$ cat src/rtl/reset_seq_pkg.sv
// Shared types and width helpers for the staggered reset sequencer.
package reset_seq_pkg;

  typedef enum logic [1:0] {
    StHold,
    StStretch,
    StRelease,
    StRun
  } state_e;

  // Register width able to hold values 0..n-1, never narrower than 1 bit.
  function automatic int unsigned min1_clog2(input int unsigned n);
    return (n < 2) ? 1 : $clog2(n);
  endfunction

  function automatic int unsigned max_u(input int unsigned a, input int unsigned b);
    return (a > b) ? a : b;
  endfunction

endpackage

$ cat src/rtl/reset_sync_chain.sv
// Release synchroniser for the raw reset pin: clears asynchronously, shifts in 1s on release.
module reset_sync_chain #(
  parameter int unsigned SYNC_STAGES = 2
) (
  input  logic clk_i,
  input  logic rst_ni,
  output logic synced_o
);

  logic [SYNC_STAGES-1:0] sync_q;

  always_ff @(posedge clk_i or negedge rst_ni) begin
    if (!rst_ni) begin
      sync_q <= '0;
    end else begin
      sync_q <= {sync_q[SYNC_STAGES-2:0], 1'b1};
    end
  end

  assign synced_o = sync_q[SYNC_STAGES-1];

endmodule

$ cat src/rtl/reset_sequencer.sv
// Multi-channel reset generator: asynchronous assertion, stretched and staggered synchronous
// release, software reset request and reset-cause flag.
module reset_sequencer
  import reset_seq_pkg::*;
#(
  parameter int unsigned SYNC_STAGES    = 2,
  parameter int unsigned STRETCH_CYCLES = 16,
  parameter int unsigned CHANNELS       = 4,
  parameter int unsigned STAGGER_CYCLES = 4
) (
  input  logic                clk,
  input  logic                reset_pin_n,
  input  logic                sw_reset_req,
  output logic [CHANNELS-1:0] areset,
  output logic                ready,
  output logic                reset_cause
);

  localparam int unsigned CntW = min1_clog2(max_u(STRETCH_CYCLES, STAGGER_CYCLES));
  localparam int unsigned IdxW = min1_clog2(CHANNELS);

  localparam logic [CntW-1:0] StretchLoad = CntW'(STRETCH_CYCLES - 1);
  localparam logic [CntW-1:0] StaggerLoad = CntW'(STAGGER_CYCLES - 1);
  localparam logic [IdxW-1:0] LastIdx     = IdxW'(CHANNELS - 1);
  localparam logic [IdxW-1:0] FirstIdx    = IdxW'(1);

  if (SYNC_STAGES < 2) begin : gen_bad_sync
    $error("reset_sequencer: SYNC_STAGES must be >= 2");
  end
  if (STRETCH_CYCLES < 1) begin : gen_bad_stretch
    $error("reset_sequencer: STRETCH_CYCLES must be >= 1");
  end
  if (CHANNELS < 1) begin : gen_bad_channels
    $error("reset_sequencer: CHANNELS must be >= 1");
  end
  if (STAGGER_CYCLES < 1) begin : gen_bad_stagger
    $error("reset_sequencer: STAGGER_CYCLES must be >= 1");
  end

  logic synced;

  reset_sync_chain #(
    .SYNC_STAGES(SYNC_STAGES)
  ) u_sync (
    .clk_i   (clk),
    .rst_ni  (reset_pin_n),
    .synced_o(synced)
  );

  state_e              state_q, state_d;
  logic [CntW-1:0]     cnt_q, cnt_d;
  logic [IdxW-1:0]     idx_q, idx_d;
  logic [CHANNELS-1:0] areset_q, areset_d;
  logic                ready_q, ready_d;
  logic                cause_q, cause_d;

  always_comb begin
    state_d  = state_q;
    cnt_d    = cnt_q;
    idx_d    = idx_q;
    areset_d = areset_q;
    ready_d  = ready_q;
    cause_d  = cause_q;

    // A software request is only honoured once the pin release has left HOLD.
    if (state_q != StHold && sw_reset_req) begin
      areset_d = '1;
      ready_d  = 1'b0;
      cause_d  = 1'b1;
      state_d  = StStretch;
      cnt_d    = StretchLoad;
      idx_d    = FirstIdx;
    end else begin
      unique case (state_q)
        StHold: begin
          if (synced) begin
            state_d = StStretch;
            cnt_d   = StretchLoad;
          end
        end
        StStretch: begin
          if (cnt_q != '0) begin
            cnt_d = cnt_q - CntW'(1);
          end else begin
            areset_d[0] = 1'b0;
            if (CHANNELS == 1) begin
              state_d = StRun;
              ready_d = 1'b1;
            end else begin
              state_d = StRelease;
              idx_d   = FirstIdx;
              cnt_d   = StaggerLoad;
            end
          end
        end
        StRelease: begin
          if (cnt_q != '0) begin
            cnt_d = cnt_q - CntW'(1);
          end else begin
            for (int unsigned k = 0; k < CHANNELS; k++) begin
              if (IdxW'(k) == idx_q) areset_d[k] = 1'b0;
            end
            if (idx_q == LastIdx) begin
              state_d = StRun;
              ready_d = 1'b1;
            end else begin
              idx_d = idx_q + IdxW'(1);
              cnt_d = StaggerLoad;
            end
          end
        end
        StRun: begin
        end
        default: state_d = StHold;
      endcase
    end
  end

  always_ff @(posedge clk or negedge reset_pin_n) begin
    if (!reset_pin_n) begin
      state_q  <= StHold;
      cnt_q    <= '0;
      idx_q    <= '0;
      areset_q <= '1;
      ready_q  <= 1'b0;
      cause_q  <= 1'b0;
    end else begin
      state_q  <= state_d;
      cnt_q    <= cnt_d;
      idx_q    <= idx_d;
      areset_q <= areset_d;
      ready_q  <= ready_d;
      cause_q  <= cause_d;
    end
  end

  assign areset      = areset_q;
  assign ready       = ready_q;
  assign reset_cause = cause_q;

endmodule

$ cat config.mk
export PLATFORM = sky130hd
export DESIGN_NAME = reset_sequencer
export DESIGN_NICKNAME = d
export VERILOG_FILES = /design/src/rtl/reset_seq_pkg.sv /design/src/rtl/reset_sync_chain.sv /design/src/rtl/reset_sequencer.sv
export SDC_FILE = /design/constraint.sdc
export NUM_CORES = 1
export LEC_CHECK = 0
export BUFFER_PORTS_ARGS = -buffer_cell sky130_fd_sc_hd__buf_2
export CORE_ASPECT_RATIO = 0.9
export CORE_MARGIN = 4
export CORE_UTILIZATION = 35
export DETAILED_ROUTE_END_ITERATION = 8
export GPL_TIMING_DRIVEN = 0
export PLACE_DENSITY = 0.61
export SLEW_MARGIN = 20
export SYNTH_ARGS = -nofsm -noshare
export SYNTH_HDL_FRONTEND = slang
export SYNTH_SLANG_ARGS = --single-unit
$ cat constraint.sdc
create_clock -name clk -period 3 [get_ports clk]
set_input_delay 0.45 -clock clk [delete_from_list [all_inputs] [get_ports clk]]
set_output_delay 0.45 -clock clk [all_outputs]
set_load 0.02 [all_outputs]
## After elaboration in Yosys (flattened, before gate mapping)

Cells that the tools add are included.

| word-level totals | value |
|---|---|
| bits in registers | 16 |
| output and inout port bits | 6 |
| word-level logic and storage cells | 76 |

| cells by class | value |
|---|---|
| add/sub/neg operators | 2 |
| equality and inequality tests | 14 |
| multiplexer cells | 30 |
| reductions and logical operators | 20 |

Operator list:

| cell | number |
|---|---|
| $mux 4 | 7 |
| $mux 2 | 9 |
| $ne 3x3->1 const B | 5 |
| $reduce_and 3->1 | 5 |
| $pmux 4 s3 | 1 |
| $reduce_bool 2->1 | 6 |
| $mux 1 | 9 |
| $reduce_and 4->1 | 2 |
| $reduce_bool 4->1 | 2 |
| $pmux 2 s3 | 1 |
| $reduce_and 5->1 | 1 |
| $eq 2x2->1 const A | 2 |
| $eq 2x2->1 const B | 2 |
| $logic_not 2->1 | 2 |
| $ne 4x4->1 const B | 1 |
| $pmux 2 s2 | 1 |
| $sub 4x1->4 const B | 1 |
| $mux 3 | 1 |
| $ne 3x2->1 const B | 1 |
| $reduce_bool 3->1 | 1 |
| $add 2x1->2 const B | 1 |
| $eq 1x2->1 const A | 1 |
| $eq 2x1->1 const B | 1 |
| $ne 2x2->1 const B | 1 |
| 2 further kinds | 2 |

## Logic depth before layout (Yosys ltp)

Gate-level depths: netlist of the first run.

| depth | value |
|---|---|
| word-level depth | 5 |
| mapped depth | 7 |

## Hierarchy

A second synthesis of the first run with hierarchy kept.

| second synthesis, totals | value |
|---|---|
| cell total of the unflattened synthesis | 91 |
| area total of the unflattened synthesis | 947.2 µm² |

By module, submodules not included:

| module | instances | cells each | area each (µm²) | seq. area each (µm²) |
|---|---|---|---|---|
| reset_sequencer | 1 | 88 | 893.4 | 355.3 |
| reset_sync_chain | 1 | 3 | 53.8 | 50.0 |

## Least setup slack after synthesis of the first run

OpenSTA, ideal clock, no wires.

| timing | value |
|---|---|
| path type | flip-flop to flip-flop |
| from | register cnt_q[0] |
| to | register cnt_q[1] |
| setup time | 127 ps |
| arrival | 1481 ps |
| required time | 2873 ps |
| slack | 1392 ps |
| stages on the path, launching flop included | 7 |
| buffers on the path | 0 |
| path through | dfrtp_1 > inv_1 > ha_1 > nor3b_4 > nand4_1 > nand2_2 > mux2_1 |

| on the way | value |
|---|---|
| cells in the longest elaborated chain, start to end | 4 |
| elaborated cells on any way between the ends | 8 |
| those cells by class | add/sub (1); eq/ne (1); mux (4); reduce/logical (2) |

RTL lines:

| item | line | RTL |
|---|---|---|
| start, declared | reset_sequencer.sv:51 | `logic [CntW-1:0] cnt_q, cnt_d;` |
| start signal, assigned | reset_sequencer.sv:129 | `cnt_q <= cnt_d;` |
| $sub 4x1->4 / $reduce_bool 4->1 (equally long branches) | -- |  |
| $mux 4 (on tied branches) | reset_sequencer.sv:97, reset_sequencer.sv:82 |  |
| $pmux 4 s3 | reset_sequencer.sv:74 | `unique case (state_q)` |
| $mux 4 | reset_sequencer.sv:66 | `if (state_q != StHold && sw_reset_req) begin` |

Parallel ways exist; a longest one is shown, timed or not.
A chain may end at the register's enable or synchronous reset.

## Final worst setup path of the first run

Same ends and word-level chain as after synthesis.

==> results.ini, run 1 <==
[clocking]
cts_resized = 0
worst_skew_pair.late_latency_ps = 280
post_cts_setup_buffers = 0
maximum_clock_path_buffer_count = 2
clkTransAtPathRegs_ps = 100
clk_root_buffer_cell = clkbuf_4
tritoncts_num_sinks = 16
ctsHtreeMaxLevel = 1
cts_tree = done
cts_inserted_buffers = 3
post_cts_hold_buffer_count = 0

[timing]
timing.final.max_slew_violations = 0
grt_setup_unrepaired = no
fin_crit_sh_pct = 60.45
achievable-frequency_ghz = 0.5514
setup_viol_count_final = 0
timing.final.hold_violations = 0
final.setup_skew_ps = 1.238
min_period_ps = 1814
fin_setup_tns_ps = 0
fin_worst_hold_slack_ps = 59.40

[final_layout]
final_layout_size_suffix_gt1_share_pct = 23.23
fillers = 243
fin_nets = 113
relative_area_change_from_synthesis_to_final_layout_pct = 12.17
antennaDiodeCount = 0

[critical_path]
critical_path_class = register to register
end_kind = register
worst-endpoint-required_ps = 3180
ff2ff_path_depth = 6
startpoint_type = register
worstPathMaxFanout = 7
arrival_ps = 1990

[logic_synthesis]
cell_count_after_synthesis = 87
postSynth.topFlopCell = dfrtp_1
post_synth_main_area_contributors = dfrtp_1 33%, ha_1 14%, dfstp_2 11%
ys.warnings.count = 0
synth_top_cell_area_share_pct = 32.83
synth_area_um2 = 914.6
synth.net_count = 100
sequential_share_of_the_synthesized_area_pct = 44.32
synth_cell_type_count = 34
synth_top_area_cell = dfrtp_1
synth.ff_latch_count = 16
list_of_most_frequent_post_synthesis_cells = 12 x dfrtp_1, 10 x ha_1, 10 x nand2_1
synthMostInstantiatedCell = dfrtp_1
asyncSetResetFlopFracSynth_pct = 100.0
synth_edf_count = 0
postSynthAreaPerCell_um2 = 10.51

[place]
gpl.final_weighted_congestion = 0.8015
io_buffers = 8
detailed_place_hpwl_mm = 1.273

[floorplan]
floorplan.initialDensity_pct = 37.07
placement_rows = 17
floorplan.die_area_um2 = 3496
die_width_um = 61.89
design.core.area_um2 = 2467
i_o_pins = 9
floorplan.die.height_um = 56.50

[drt]
first_iter_violations = 35
num_vias = 644
drc_violations = 0
route.final.wire_length_mm = 1.667
vias_per_cell = 5.071
met3_wirelength_um = 58
highest-signal-layer = met3
antenna_left = 0
met2_length_um = 800
drt_pre_antenna_iters = 3
wire_per_inst_um = 13.13
wirelength_met1_um = 808

[run]
maxCapViolations = 0

[power]
power.ir.vdd_worst_v = 0.0004003
p_per_area_nw_per_um2 = 700.0
cellLeakagePower_nw = 0.5012

[global_routing]
groute.usage.overall_pct = 10.96
first_global_vias = 662
antenna_found_initial = 0
grt_max_degree = 17
grt_pass1_wl_mm = 2.898
aggregate_global_routing_overflow = 0

[hold_path]
worst_hold_class = primary input to asynchronous set/reset pin

[outcome]
outcome = completed

==> worst paths after layout <==
path,startpoint,to,slack [ps]
worst max-delay path,cnt_q[0],cnt_q[1],1190
worst min-delay path,reset_pin_n,cnt_q[2],60
worst max register to register,cnt_q[0],cnt_q[1],1190
worst min register to register,u_sync.sync_q[0],u_sync.sync_q[1],350
max in group asynchronous,reset_pin_n,areset[2],2630
min in group clk,u_sync.sync_q[0],u_sync.sync_q[1],350
==> final cells by class <==
cell class / instances / area (um2) / area share, %
repair buffers: 8 / 40.04 / 3.902
flip-flops and latches: 16 / 405.4 / 39.51
multi-input cells: 61 / 469.2 / 45.73
well taps: 28 / 35.03 / 3.415
plain buffers: 2 / 10.01 / 0.9756
inverters: 8 / 30.03 / 2.927
clock buffers: 4 / 36.28 / 3.537
==> flip-flops by register name (all words and copies together), names as in the netlist <==
signal	flops
reset_cause	1
areset	4
u_sync.sync_q	2
ready	1
cnt_q	4
state_q	2
idx_q	2
==> per-stage QoR <==
| step | total power (W) | setup WS (ps) | util [%] | cell area, um2 | instances |
|---|---|---|---|---|---|
| floorplan | 0.0005124 | 1392 | - | 914.6 | 87 |
| global placement | 0.0005693 | 1199 | 40.11 | 989.7 | 123 |
| detailed placement | 0.0005787 | 1184 | 40.11 | 989.7 | 123 |
| CTS | 0.0007279 | 1168 | 41.58 | 1026 | 127 |
| global route | 0.0007807 | 1043 | 41.58 | 1026 | 127 |
| finish | 0.0007182 | 1186 | 41.58 | 1026 | 127 |
==> cells in the final DEF (no fill, tap or decap), drive strengths merged <==
cell type and count:
dfstp 4, nor3b 1, and2 1, nand2b 2
nor2 4, a31oi 1, and4 1, a31o 1
dfrtp 12, or3b 1, nor3 3, o22ai 1
conb 1, o2bb2ai 2, nand2 11, o21ai 4
a21oi 2, o31a 1, o32ai 1, nand3 3
mux2i 1, nand4 1, o22a 1, a22o 1
nor2b 2, a22oi 1, mux2 2, buf 10
clkbuf 4, ha 10, o32a 1, inv 8
==> layer usage <==
metal / vias to the layer above / global-route usage [%]
li1: 324 / -
met1: 314 / 14.45
met2: 6 / 16.89
met3: 0 / 4.598
met4: 0 / 1.818
met5: - / 0
==> cell families (layout without fill, tap and decap cells) <==
| group | after synthesis | in the layout | synth area share [%] |
|---|---|---|---|
| other cells | 1 | 1 | 0.4100 |
| buf+inv | 10 | 22 | 4.378 |
| compound gates | 17 | 17 | 15.46 |
| simple gates | 30 | 30 | 17.78 |
| flops | 16 | 16 | 44.32 |
| fa+ha+maj | 10 | 10 | 13.68 |
| mux | 3 | 3 | 3.967 |
==> critical path: stages (launching register included) <==
cell     delay [ps]
dfrtp_1         390
inv_1           120
ha_1            200
nor3b_4         340
nand4_1         200
nand2_2         140
mux2_1          320
==> power breakdown <==
part / switching [W] / internal (W)
clock: 0.0000697 / 0.0000739
sequential: 0.0000268 / 0.000254
combinational: 0.000168 / 0.000126
total: 0.000264 / 0.000454
(Power assumes the default switching activity.)
==> run 2: changes to the inputs <==
clock period = 1.75 ns   (was 3 ns; I/O delays follow)
==> run 2 against run 1 <==
Net effect: sequential cell count did not move; clock power rose by 71%; first-iteration DRC count fell by 29%; critical endpoint is now idx_q[1]; wire length rose by 9.4%; highest routed layer unchanged; power rose by 84%; clock skew barely moved; clock-buffer cell count did not move; register-to-register slack got worse by 1100 ps.
==> results.ini, run 2 (synthesized netlist as in run 1, its figures left out) <==
[drt]
highest-signal-layer = met3
first_iter_violations = 25
antenna_left = 0
drt_pre_antenna_iters = 4
wirelength_met1_um = 823
met3_wirelength_um = 64
drc_violations = 0
vias_per_cell = 5.170
num_vias = 698
met2_length_um = 936
wire_per_inst_um = 13.51
route.final.wire_length_mm = 1.824

[floorplan]
i_o_pins = 9
floorplan.die_area_um2 = 3496
die_width_um = 61.89
floorplan.die.height_um = 56.50
floorplan.initialDensity_pct = 37.07
placement_rows = 17
design.core.area_um2 = 2467

[clocking]
cts_inserted_buffers = 3
maximum_clock_path_buffer_count = 2
ctsHtreeMaxLevel = 1
worst_skew_pair.late_latency_ps = 290
clk_root_buffer_cell = clkbuf_4
clkTransAtPathRegs_ps = 90
tritoncts_num_sinks = 16
cts_tree = done

[timing]
fin_worst_hold_slack_ps = 354.6
timing.final.hold_violations = 0
achievable-frequency_ghz = 0.5946
min_period_ps = 1682
fin_crit_sh_pct = 96.10
setup_viol_count_final = 0
final.setup_skew_ps = 0.9026
timing.final.max_slew_violations = 0

[critical_path]
arrival_ps = 1860
end_kind = register
ff2ff_path_depth = 7
startpoint_type = register
reg2reg_to = idx_q[1]
worstPathMaxFanout = 4
critical_path_class = register to register
reg2reg_from = cnt_q[0]
worst-endpoint-required_ps = 1930
reg2reg_setup_slack_ps = 70

[final_layout]
fillers = 238
most_used_cells_in_the_layout_excluding_fill_and_tap_cells = 12 x dfrtp_1, 10 x nand2_1, 8 x buf_2, 7 x buf_4, 7 x ha_1
layout.cells.most_common = dfrtp_1
fin_util_pct = 45.39
relative_area_change_from_synthesis_to_final_layout_pct = 22.43
antennaDiodeCount = 0
final_layout_size_suffix_gt1_share_pct = 33.64
post_layout_nonfiller_instances = 135
multiInputGateArea_um2 = 488.0
fin_nets = 121
regArea_um2 = 405.4

[place]
gpl.final_weighted_congestion = 0.8015
detailed_place_hpwl_mm = 1.273
dpl.cell_count = 123
io_buffers = 8

[outcome]
outcome = completed

[global_routing]
grt_pass1_wl_mm = 3.084
aggregate_global_routing_overflow = 0
groute.usage.overall_pct = 11.60
grt_max_degree = 17
first_global_vias = 714
antenna_found_initial = 0

[power]
p_per_area_nw_per_um2 = 1177
switchingPower_w = 0.0004849
cellLeakagePower_nw = 0.5349
power_report.internal_total_w = 0.0008331
p_seq_share_pct = 36.7
power_switching_share_pct = 36.79
combinationalPowerShare_pct = 44.6
power.ir.vdd_worst_v = 0.0007095
power.share.clock_pct = 18.7

[hold_path]
min_delay_worst_endpoint = u_sync.sync_q[1]
worst_hold_path.num_cells = 0
worst_hold_class = register to register
worst_min_path_start = u_sync.sync_q[0]

[run]
maxCapViolations = 0

run 2: cell types whose count changed in the layout (fill, tap and decap cells not counted), moves of 2 or more:
cell,delta
buf_2,-2
buf_4,+7
buf_6,+2
ha_1,-3
ha_2,+3
inv_1,-3
inv_2,+3
run 2: power groups by stage:
| stage | Combinational [W] | Clock (W) | Sequential [W] |
|---|---|---|---|
| global placement | 0.000489 | 0 | 0.000487 |
| global route | 0.000651 | 0.000277 | 0.000494 |
| floorplan | 0.000384 | 0 | 0.000494 |
| detailed placement | 0.000505 | 0 | 0.000488 |
| CTS | 0.000535 | 0.000258 | 0.000482 |
| finish | 0.000587 | 0.000246 | 0.000484 |
run 2: cell type report:
class / instances / area share (%)
Tap cell: 28 / 3.129
Inverter: 8 / 2.682
Sequential cell: 16 / 36.20
Clock buffer: 4 / 3.240
Buffer: 2 / 1.676
Timing Repair Buffer: 16 / 9.497
Multi-Input combinational cell: 61 / 43.58
run 2: worst max-delay path, cell delays in order (launching register included):
cell and delay (ps):
dfrtp_1 400, inv_2 90, ha_2 190, nor3b_4 250, buf_6 150, o32ai_4 100
a31o_1 210, a22o_1 180
run 2: per-layer routing:
metal	vias up	global-route usage (%)
met5	-	0
li1	340	-
met3	0	4.598
met2	8	18.98
met4	0	1.818
met1	350	14.45
run 2: what timing repair did:
item                       CTS  global route
setup endpoints to repair    2             8
gates resized for setup      3             9
pin swaps                    0             1
setup buffers                3             4
hold buffers                 1             0
gates cloned                 0             0
hold endpoints to repair    12             0
run 2: how the worst max path moves through the flow:
stage,from,to,slack [ps],cells past startpoint
final,cnt_q[0],idx_q[1],70,7
after global routing,state_q[0],idx_q[1],-8,6
after CTS,state_q[1],idx_q[1],30,7
after detailed placement,cnt_q[0],cnt_q[1],-70,6
after global placement,cnt_q[0],cnt_q[1],-50,6
after floorplan,cnt_q[0],cnt_q[1],140,6
run 2: through the flow:
stage               TNS (ps)  total power, W  area (um2)  worst slack [ps]
CTS                        0        0.001274        1075             27.53
detailed placement    -77.71       0.0009920       989.7            -66.29
global placement      -50.72       0.0009759       989.7            -50.72
floorplan                  0       0.0008784       914.6             141.7
finish                     0        0.001318        1120             68.19
global route          -7.669        0.001421        1120            -7.669
